===== config.mk =====
export PLATFORM = sky130hd
export DESIGN_NAME = pq_issue_ctrl
export DESIGN_NICKNAME = d
export VERILOG_FILES = /design/src/rtl/pq_issue_ctrl.sv
export SDC_FILE = /design/constraint.sdc
export NUM_CORES = 1
export LEC_CHECK = 0
export ABC_AREA = 1
export ABC_CLOCK_PERIOD_IN_PS = 2100
export BUFFER_PORTS_ARGS = -buffer_cell sky130_fd_sc_hd__clkbuf_2
export CORE_ASPECT_RATIO = 0.5
export CORE_MARGIN = 2
export CORE_UTILIZATION = 48
export CTS_BUF_LIST = sky130_fd_sc_hd__clkbuf_16
export DETAILED_ROUTE_END_ITERATION = 12
export PLACE_DENSITY = 0.78
export SKIP_LAST_GASP = 1
export SLEW_MARGIN = 30
export SYNTH_ARGS = -nofsm -noshare
export SYNTH_HDL_FRONTEND = slang
export SYNTH_SLANG_ARGS = --single-unit

===== constraint.sdc =====
create_clock -name CLK -period 2.1 [get_ports CLK]
set_input_delay 0.42 -clock CLK [delete_from_list [all_inputs] [get_ports CLK]]
set_output_delay 0.42 -clock CLK [all_outputs]
set_load 0.01 [all_outputs]

===== src/rtl/pq_issue_ctrl.sv =====
// Issue controller in front of the register_tree priority queue: paces enqueue/dequeue/replace
// requests into single-cycle tree strobes, tracks occupancy and returns removed root values.
module pq_issue_ctrl #(
    parameter int unsigned QUEUE_SIZE = 16,
    parameter int unsigned DATA_WIDTH = 16,
    parameter int unsigned ENQ_GAP    = $clog2(QUEUE_SIZE) + 3,
    parameter int unsigned DEQ_GAP    = 3
) (
    input  logic                          CLK,
    input  logic                          RST,
    input  logic                          s_valid,
    output logic                          s_ready,
    input  logic [1:0]                    s_op,
    input  logic [DATA_WIDTH-1:0]         s_data,
    output logic                          m_valid,
    input  logic                          m_ready,
    output logic [DATA_WIDTH-1:0]         m_data,
    output logic                          pq_wrt,
    output logic                          pq_read,
    output logic [DATA_WIDTH-1:0]         pq_data,
    input  logic                          pq_full,
    input  logic                          pq_empty,
    input  logic [DATA_WIDTH-1:0]         pq_root,
    output logic [$clog2(QUEUE_SIZE):0]   o_count,
    output logic                          o_err
);

    localparam int unsigned CW     = $clog2(QUEUE_SIZE) + 1;
    localparam int unsigned MAXGAP = (ENQ_GAP > DEQ_GAP) ? ENQ_GAP : DEQ_GAP;
    localparam int unsigned GW     = (MAXGAP > 2) ? $clog2(MAXGAP) : 1;
    localparam logic [1:0]  OP_ENQ = 2'b00;
    localparam logic [1:0]  OP_DEQ = 2'b01;
    localparam logic [1:0]  OP_REP = 2'b10;
    localparam logic [CW-1:0] FULL_CNT = CW'(QUEUE_SIZE);

    typedef enum logic [1:0] {S_IDLE, S_ISSUE, S_WAIT} state_t;

    state_t                r_state, w_state_nxt;
    logic [GW-1:0]         r_cnt, w_cnt_nxt;
    logic                  r_is_enq, w_is_enq_nxt;
    logic                  r_s_ready, w_s_ready_nxt;
    logic                  r_pq_wrt, w_pq_wrt_nxt;
    logic                  r_pq_read, w_pq_read_nxt;
    logic [DATA_WIDTH-1:0] r_pq_data, w_pq_data_nxt;
    logic                  r_m_valid, w_m_valid_nxt;
    logic [DATA_WIDTH-1:0] r_m_data, w_m_data_nxt;
    logic [CW-1:0]         r_count, w_count_nxt;
    logic                  r_err, w_err_nxt;
    logic                  w_accept, w_enq_ok, w_deq_ok;

    // Tracked count is authoritative; the tree flags only add a second veto.
    assign w_accept = s_valid && r_s_ready;
    assign w_enq_ok = (r_count != FULL_CNT) && !pq_full;
    assign w_deq_ok = (r_count != '0) && !pq_empty;

    always_comb begin
        w_state_nxt   = r_state;
        w_cnt_nxt     = r_cnt;
        w_is_enq_nxt  = r_is_enq;
        w_pq_wrt_nxt  = 1'b0;
        w_pq_read_nxt = 1'b0;
        w_pq_data_nxt = r_pq_data;
        w_m_valid_nxt = r_m_valid && !m_ready;
        w_m_data_nxt  = r_m_data;
        w_count_nxt   = r_count;
        w_err_nxt     = 1'b0;
        case (r_state)
            S_IDLE: begin
                if (w_accept) begin
                    if (s_op == OP_ENQ && w_enq_ok) begin
                        w_state_nxt   = S_ISSUE;
                        w_is_enq_nxt  = 1'b1;
                        w_pq_wrt_nxt  = 1'b1;
                        w_pq_data_nxt = s_data;
                        w_count_nxt   = r_count + CW'(1);
                    end else if ((s_op == OP_DEQ || s_op == OP_REP) && w_deq_ok) begin
                        w_state_nxt   = S_ISSUE;
                        w_is_enq_nxt  = 1'b0;
                        w_pq_read_nxt = 1'b1;
                        w_m_valid_nxt = 1'b1;
                        w_m_data_nxt  = pq_root;
                        if (s_op == OP_REP) begin
                            w_pq_wrt_nxt  = 1'b1;
                            w_pq_data_nxt = s_data;
                        end else begin
                            w_count_nxt = r_count - CW'(1);
                        end
                    end else begin
                        w_err_nxt = 1'b1;
                    end
                end
            end
            S_ISSUE: begin
                // Counter holds gap-1 so WAIT lasts exactly gap cycles.
                if ((r_is_enq ? ENQ_GAP : DEQ_GAP) == 0) begin
                    w_state_nxt = S_IDLE;
                end else begin
                    w_state_nxt = S_WAIT;
                    w_cnt_nxt   = r_is_enq ? GW'(ENQ_GAP - 1) : GW'(DEQ_GAP - 1);
                end
            end
            S_WAIT: begin
                if (r_cnt == '0) begin
                    w_state_nxt = S_IDLE;
                end else begin
                    w_cnt_nxt = r_cnt - GW'(1);
                end
            end
            default: w_state_nxt = S_IDLE;
        endcase
        w_s_ready_nxt = (w_state_nxt == S_IDLE) && !w_m_valid_nxt;
    end

    always_ff @(posedge CLK or posedge RST) begin
        if (RST) begin
            r_state   <= S_IDLE;
            r_cnt     <= '0;
            r_is_enq  <= 1'b0;
            r_s_ready <= 1'b0;
            r_pq_wrt  <= 1'b0;
            r_pq_read <= 1'b0;
            r_pq_data <= '0;
            r_m_valid <= 1'b0;
            r_m_data  <= '0;
            r_count   <= '0;
            r_err     <= 1'b0;
        end else begin
            r_state   <= w_state_nxt;
            r_cnt     <= w_cnt_nxt;
            r_is_enq  <= w_is_enq_nxt;
            r_s_ready <= w_s_ready_nxt;
            r_pq_wrt  <= w_pq_wrt_nxt;
            r_pq_read <= w_pq_read_nxt;
            r_pq_data <= w_pq_data_nxt;
            r_m_valid <= w_m_valid_nxt;
            r_m_data  <= w_m_data_nxt;
            r_count   <= w_count_nxt;
            r_err     <= w_err_nxt;
        end
    end

    assign s_ready = r_s_ready;
    assign pq_wrt  = r_pq_wrt;
    assign pq_read = r_pq_read;
    assign pq_data = r_pq_data;
    assign m_valid = r_m_valid;
    assign m_data  = r_m_data;
    assign o_count = r_count;
    assign o_err   = r_err;

endmodule


After elaboration in Yosys (flattened, before gate mapping)
Cells that the tools add are included.

Bits in registers: 48. Latch bits: 0. Bits in writable memories: 0. Bits in read-only memories: 0. Input bits: 40. Logic and storage cells: 85. Memories kept: 0.

Add/subtract/negate cells: 3. $mul: 0. Divide/modulo/power cells: 0. Order comparisons: 0. Equality and inequality tests: 8. Shifts and indexed selects: 0. Mux-type cells: 36. Bitwise gates (word level): 1. Reductions and logical operators: 26.

Operators with widths (number): $mux W16 (3); $logic_not A32 Y1 (1); $mux W1 (19); $mux W5 (3); $mux W3 (4); $reduce_and A4 Y1 (3); $mux W2 (5); $logic_and A1 B1 Y1 (7); $logic_not A2 Y1 (3); $ne A2 B2 Y1 const B (3); $pmux W2 S3 (1); $pmux W3 S2 (1); $reduce_and A3 Y1 (2); $reduce_bool A2 Y1 (3); $add A5 B1 Y5 const B (1); $ne A5 B5 Y1 const B (1); $reduce_bool A5 Y1 (1); $sub A5 B1 Y5 const B (1); $eq A2 B1 Y1 const B (2); $eq A2 B2 Y1 const B (2); $logic_not A1 Y1 (4); $logic_not A3 Y1 (1); $sub A3 B1 Y3 const B (1); $logic_or A1 B1 Y1 (1); $not A1 Y1 (1).

Logic depth before layout (Yosys ltp)
Gate-level depths: netlist of the first run.

Word-level depth: 9. Depth in mapped cells: 14.

Least setup slack after synthesis of the first run
Ideal clock, no wire load.

Path type: input -> register. From: input s_op[0]. To: register r_count[4] (netlist: o_count[4]). Setup time: 116 ps. Arrival: 1965 ps. Required time: 1984 ps. Setup slack: 19 ps. Cell stages on the path: 14. Cells stage by stage: inv_1 ha_1 inv_1 nor2_1 nand2_2 fa_1 a21oi_1 nor2_1 nor2_1 inv_1 nand2_1 nand2_1 nand2_1 nand2_1.

Word-level cells in the longest chain between the ends: 5. Elaborated cells on any way between the ends: 10. Those cells by class: 3 x eq/ne; 1 x mux; 6 x reduce/logical.

Ends and longest elaborated chain: from (decl) (RTL line 13) `input logic [1:0] s_op,`; $eq A2 B1 Y1 / $eq A2 B2 Y1 (equally long branches) (RTL line 76, 82); $logic_or A1 B1 Y1 (RTL line 76) `end else if ((s_op == OP_DEQ || s_op == OP_REP) && w_deq_ok) begin`; $logic_and A1 B1 Y1 (RTL line 76); $reduce_bool A2 Y1 (no line); $reduce_and A4 Y1 (no line); to (signal assigned) (RTL line 137) `r_count <= w_count_nxt;`; to (decl) (RTL line 47) `logic [CW-1:0] r_count, w_count_nxt;`.

Several ways; a longest one is shown, not always the timed one. A chain may end at the register's enable or synchronous reset.

Worst setup path in the final report of the first run
From: register r_count[0] (netlist: o_count[0]). To: register r_count[4] (netlist: o_count[4]).

Word-level cells in the longest chain between the ends: 5. Elaborated cells on any way between the ends: 14. Those cells by class: 2 x add/sub; 2 x eq/ne; 3 x mux; 7 x reduce/logical.

Ends and longest elaborated chain: parallel branches: the longest is 5 deep, another holds $sub A5 B1 Y5.

Several ways; the timed one is not identified. The select of a mux whose other input is x is not followed.

==> results of run 1 <==
[worst max-delay path, cell delays in order (launching register included)]
cell	delay, ns
dfrtp_2	0.46
nor2_2	0.16
nand3_2	0.15
nand2_2	0.14
ha_1	0.29
a21oi_1	0.16
nor2_1	0.05
nor2_1	0.12
inv_1	0.05
nand2_1	0.06
nand2_1	0.04
nand2_1	0.05
nand2_1	0.04
[power breakdown]
group          leakage, nW  total (W)  internal (W)  switching [W]
Clock               0.0850   0.000874      0.000555       0.000320
Combinational        0.942    0.00154      0.000647       0.000898
Sequential           0.602    0.00162       0.00135       0.000275
Total                 1.63    0.00404       0.00255        0.00149
[area by class of cell]
cell class,count,area [um^2],share of cell area
Inverter,20,80.08,0.02862
Clock buffer,5,125.1,0.04472
Tap cell,57,71.32,0.02549
Sequential cell,48,1202,0.4298
Timing Repair Buffer,85,435.4,0.1556
Multi-Input combinational cell,165,844.6,0.3019
Clock inverter,3,38.79,0.01386
[metal layers]
metal	GRT usage	part of all wire	wire, um	vias up
li1	-	-	-	916
met1	0.2316	0.41	1979	888
met2	0.3761	0.54	2588	37
met3	0.05242	0.034	164	12
met4	0.07534	0.016	78	0
met5	0	0	0	-
[final timing paths]
path                                         from                endpoint  slack [ns]  cells past startpoint
min reg2reg                 m_data[6]$_DFFE_PP0P_   m_data[6]$_DFFE_PP0P_        0.48                      2
max                        o_count[0]$_DFFE_PP0P_  o_count[4]$_DFFE_PP0P_        0.22                     12
min                                           RST   m_data[5]$_DFFE_PP0P_        0.12                      2
min in group CLK                       pq_root[1]   m_data[1]$_DFFE_PP0P_        0.32                      3
max in group asynchronous                     RST   m_data[9]$_DFFE_PP0P_        1.41                      3
max reg2reg                o_count[0]$_DFFE_PP0P_  o_count[4]$_DFFE_PP0P_        0.22                     12
[cell usage after synthesis]
cell type	count
nand2_4	4
nor2_2	1
or2_2	1
buf_12	1
buf_8	1
xnor2_1	2
inv_1	16
ha_1	7
buf_2	1
inv_2	3
nor2_4	1
inv_6	1
o211ai_1	1
dfrtp_1	48
o21ai_0	7
fa_1	1
nand2_2	3
nand2_1	101
nand3_4	2
a22oi_1	1
nor2_1	7
xor2_1	1
nand3_1	22
buf_4	2
a21oi_1	3
[state kept, by name, summed over array words and instances (netlist names)]
| name | count |
|---|---|
| r_cnt | 3 |
| s_ready | 1 |
| o_count | 5 |
| pq_wrt | 1 |
| m_valid | 1 |
| o_err | 1 |
| r_is_enq | 1 |
| r_state | 2 |
| pq_read | 1 |
| m_data | 16 |
| pq_data | 16 |
[kinds of logic after synthesis]
kind of cell               count (synthesis)  share of synthesized area
adders and majority gates                  8                    0.04951
and+or+nand+nor                          142                     0.2936
DFF                                       48                     0.5527
AOI/OAI and AO/OA                         12                    0.02994
buffers and inverters                     25                    0.06217
xor gates and xnor gates                   3                    0.01209
[what timing repair did]
action                                 CTS  global route
resized for setup                        0             3
endpoints found under the hold margin    0             0
hold buffers                             0             0
setup endpoints to repair                0             1
[through the flow]
stage	cell area, um^2	total power [W]	setup TNS, ns
finish	2798	0.004041	0
CTS	2789	0.004057	0
detailed placement	2625	0.003170	-0.0001312
global route	2798	0.004341	0
global placement	2625	0.003086	0
floorplan	2173	0.002563	0
==> metrics.csv, run 1 <==
metric,value,unit
status,"complete, no violations",
synthesis-stage register bit count,48,
period utilization,0.8964,
final worst slack,0.2176,ns
clock latency on the worst-skew pair,0.28,ns
clk sink count,48,
GP Congestion,0.7900,
Max-Cap Viols,0,
vias per cell,4.838,
Via Count,1853,
most frequent cells in the layout,"101 x nand2_1, 81 x clkbuf_2, 47 x dfrtp_1",
"Arr. time, crit path",2.06,ns
total CTS buffers,5,
routed length per instance,12.56,um
Detail Placement HPWL,3.541,mm
Final Slew Violations,0,
crit path max fanout,5,
"Net Count, Synth",286,
Yosys cell types,25,
IO buf count,81,
Area contributors post-synth,"dfrtp_1 55%, nand2_1 17%, nand3_1 5.1%, ha_1 4.0%, inv_1 2.8%",
Syn-to-layout area delta,28.73,%
Peak VDD IR,542.4,uV
vias in the first global route,1900,
final setup violating endpoints,0,
Final Non-Filler Cells,383,
share of cells above drive strength 1,0.3436,
syn_area_per_cell,9.132,um^2
gr usage total,0.2030,
worst-margin pin slew,0.4918,ns
total grt overflow,0,
critical path data required time,2.28,ns
Post-route DRC,0,
Hold Crit Class,input port to async pin,
largest area contributor in the synthesized netlist,dfrtp_1,
"Seq/Total Area, Yosys",0.5527,
fin crit period,1.882,ns
most frequent standard cell in the layout excluding fill and tap cells,nand2_1,
Final Util,0.6385,
initial antenna violation count,0,
top-area cell type share of the netlist area,0.5527,
CTS tree,done,
Final ANT Viol Nets,0,
WS Path Type,flop to flop,
DR iter-0 viols,70,
clk_skew,0.003143,ns
critical path startpoint category,flop,
row cnt,17,
fin nets,373,
io pins,82,
clk root buf,clkbuf_16,
power per cell area,1444,mW/mm^2
Post-Syn Area,0.002173,mm^2
RSZ-0062 raised after global routing,no,
Syn Inst Count,238,
filler cell count,354,
Max Root-Sink Buffers,2,
hold violation count in the final report,0,
Ys Warns,0,
first drt pass iteration count,4,
pre-CTS setup slack,-0.0001312,ns
Die Y,51.58,um
initial core utilization,0.4960,
H-tree depth,2,
Die X,99.16,um
Antenna Diode Count,0,
WL final,4.810,mm
Hold WS,0.1239,ns
endpoint class of the critical path,flop,
Post-CTS Setup Inserts,0,
Leak,1.629,nW
Total Die Area,0.005115,mm^2
fmax,0.5312,GHz
first-pass GRT wire length,8.135,mm
Worst-path clk slew,0.06,ns
pin count of the biggest net entering global routing,22,
core area,0.004382,mm^2
Inst Count DP,375,
relative slew slack,0.6687,
No activity file was read; power rests on OpenSTA's default activity.
==> run 2, diff against run 1 <==
CORE_UTILIZATION = 35   (was 48)
PLACE_DENSITY = default   (was 0.78)
PLACE_DENSITY_LB_ADDON = 0.3   (was default)
==> run 2 against run 1 <==
Fmax down 1.4%. Utilization down 17 points. Final cell count up 8.1%. Routed wire length down 4.2%. Power down 4.0%. Die area up 35%. Worst hold slack worse by 0.076 ns. Critical path depth unchanged. Sequential share of layout area down 0.21 points. Global-route usage down 6.0 points. Combinational power about the same. Critical path type unchanged. Largest cell class unchanged.
==> metrics.csv, run 2 (synthesized netlist as in run 1, its figures left out) <==
metric,value,unit
status,"complete, no violations",
first-pass GRT wire length,7.776,mm
Final Util,0.4662,
worst-margin pin slew,0.4673,ns
core area,0.006031,mm^2
routed length per instance,11.13,um
Switch Pwr,0.001449,W
Post-CTS Setup Inserts,0,
Int Power,0.002431,W
post-CTS sizing,0,
IO buf count,81,
DR iter-0 viols,72,
filler cell count,578,
worst reg-to-reg setup slack,0.19,ns
"Arr. time, crit path",2.08,ns
Leak,1.619,nW
share of cells above drive strength 1,0.3405,
period utilization,0.9091,
most frequent cells in the layout,"101 x nand2_1, 81 x clkbuf_2, 47 x dfrtp_1",
Via Count,1809,
FF/Latch Area,0.001202,mm^2
total CTS buffers,5,
pin count of the biggest net entering global routing,38,
RR Endpoint,o_count[4]$_DFFE_PP0P_,
gr usage total,0.1432,
power per cell area,1380,mW/mm^2
clock latency on the worst-skew pair,0.28,ns
vias per cell,4.370,
H-tree depth,2,
clk sink count,48,
Die Y,59.72,um
Syn-to-layout area delta,29.36,%
GP Congestion,0.8573,
cells on worst reg2reg path,12,
Final ANT Viol Nets,0,
Post-CTS Hold Fix Bufs,0,
WS Path Type,flop to flop,
fin nets,374,
Total Die Area,0.006894,mm^2
initial core utilization,0.3604,
Die X,115.4,um
hold violation count in the final report,0,
reg2reg start,o_count[2]$_DFFE_PP0P_,
sw frac,0.3734,
vias in the first global route,1774,
row cnt,20,
relative slew slack,0.6852,
Seq pwr share,0.413,
clk_skew,0.006592,ns
critical path data required time,2.27,ns
first drt pass iteration count,4,
endpoint class of the critical path,flop,
fin crit period,1.909,ns
Peak VDD IR,418.2,uV
crit path max fanout,4,
Clk pwr share,0.190,
WL final,4.609,mm
Worst-path clk slew,0.06,ns
Post-route DRC,0,
Comb power frac,0.397,
final setup violating endpoints,0,
initial antenna violation count,0,
Antenna Diode Count,0,
total grt overflow,0,
Final Slew Violations,0,
area of the multi-input gates,842.1,um^2
Final Power,0.003879,W
fmax,0.5238,GHz
clk root buf,clkbuf_16,
critical path startpoint category,flop,
most frequent standard cell in the layout excluding fill and tap cells,nand2_1,
io pins,82,
Max-Cap Viols,0,
Max Root-Sink Buffers,2,
Hold Crit Class,input port to async pin,
Detail Placement HPWL,3.460,mm
CTS tree,done,
run 2: worst max-delay path, stage by stage, from the launching register on:
cell and delay (ns):
dfrtp_1 0.42, nor2_1 0.21, nand3_2 0.16, nand2_2 0.13, ha_1 0.28, a21oi_1 0.19
nor2_1 0.05, nor2_1 0.13, inv_1 0.06, nand2_1 0.06, nand2_1 0.04, nand2_1 0.05
nand2_1 0.04
run 2: cell type report:
cell class / instances / area share
Tap cell: 88 / 0.03916
Clock inverter: 2 / 0.003115
Sequential cell: 48 / 0.4277
Clock buffer: 5 / 0.04450
Inverter: 20 / 0.02848
Multi-Input combinational cell: 165 / 0.2995
Timing Repair Buffer: 86 / 0.1575
run 2: metal layers:
layer  track usage  vias to the layer above  part of all wire
met5             0                        -                 0
met2        0.2732                       27              0.56
met1        0.1653                      861              0.40
met4       0.03614                        0            0.0069
li1              -                      917                 -
met3       0.03347                        4             0.033
run 2: worst max-delay path by stage:
| stage | from | to | slack [ns] | depth (start not counted) |
|---|---|---|---|---|
| after CTS | o_count[0]$_DFFE_PP0P_ | o_count[4]$_DFFE_PP0P_ | 0.10 | 12 |
| final | o_count[2]$_DFFE_PP0P_ | o_count[4]$_DFFE_PP0P_ | 0.19 | 12 |
| after floorplan | s_op[0] | o_count[4]$_DFFE_PP0P_ | 0.02 | 14 |
| after detailed placement | s_op[0] | o_count[4]$_DFFE_PP0P_ | -0.04 | 15 |
| after global routing | o_count[2]$_DFFE_PP0P_ | o_count[4]$_DFFE_PP0P_ | -0.004 | 12 |
| after global placement | s_op[0] | o_count[4]$_DFFE_PP0P_ | 0.07 | 15 |
run 2: through the flow:
| stage | hold WS [ns] | instances | worst slack (ns) | TNS, ns | instance area, um^2 |
|---|---|---|---|---|---|
| finish | 0.04802 | 414 | 0.1909 | 0 | 2811 |
| global route | 0.06798 | 414 | -0.004207 | -0.004207 | 2811 |
| CTS | 0.05328 | 414 | 0.1007 | 0 | 2805 |
| detailed placement | 0.3512 | 407 | -0.03890 | -0.03890 | 2671 |
| global placement | 0.3427 | 407 | 0.07064 | 0 | 2671 |
| floorplan | 0.4424 | 238 | 0.01865 | 0 | 2173 |
run 2: power groups by stage:
stage	Combinational, W	Clock [W]	Sequential, W
2_1_floorplan	0.000796	0	0.00177
3_3_place_gp	0.00151	0	0.00160
3_5_place_dp	0.00156	0	0.00162
4_1_cts	0.00157	0.000763	0.00160
5_1_grt	0.00177	0.000794	0.00165
6_report	0.00154	0.000739	0.00160
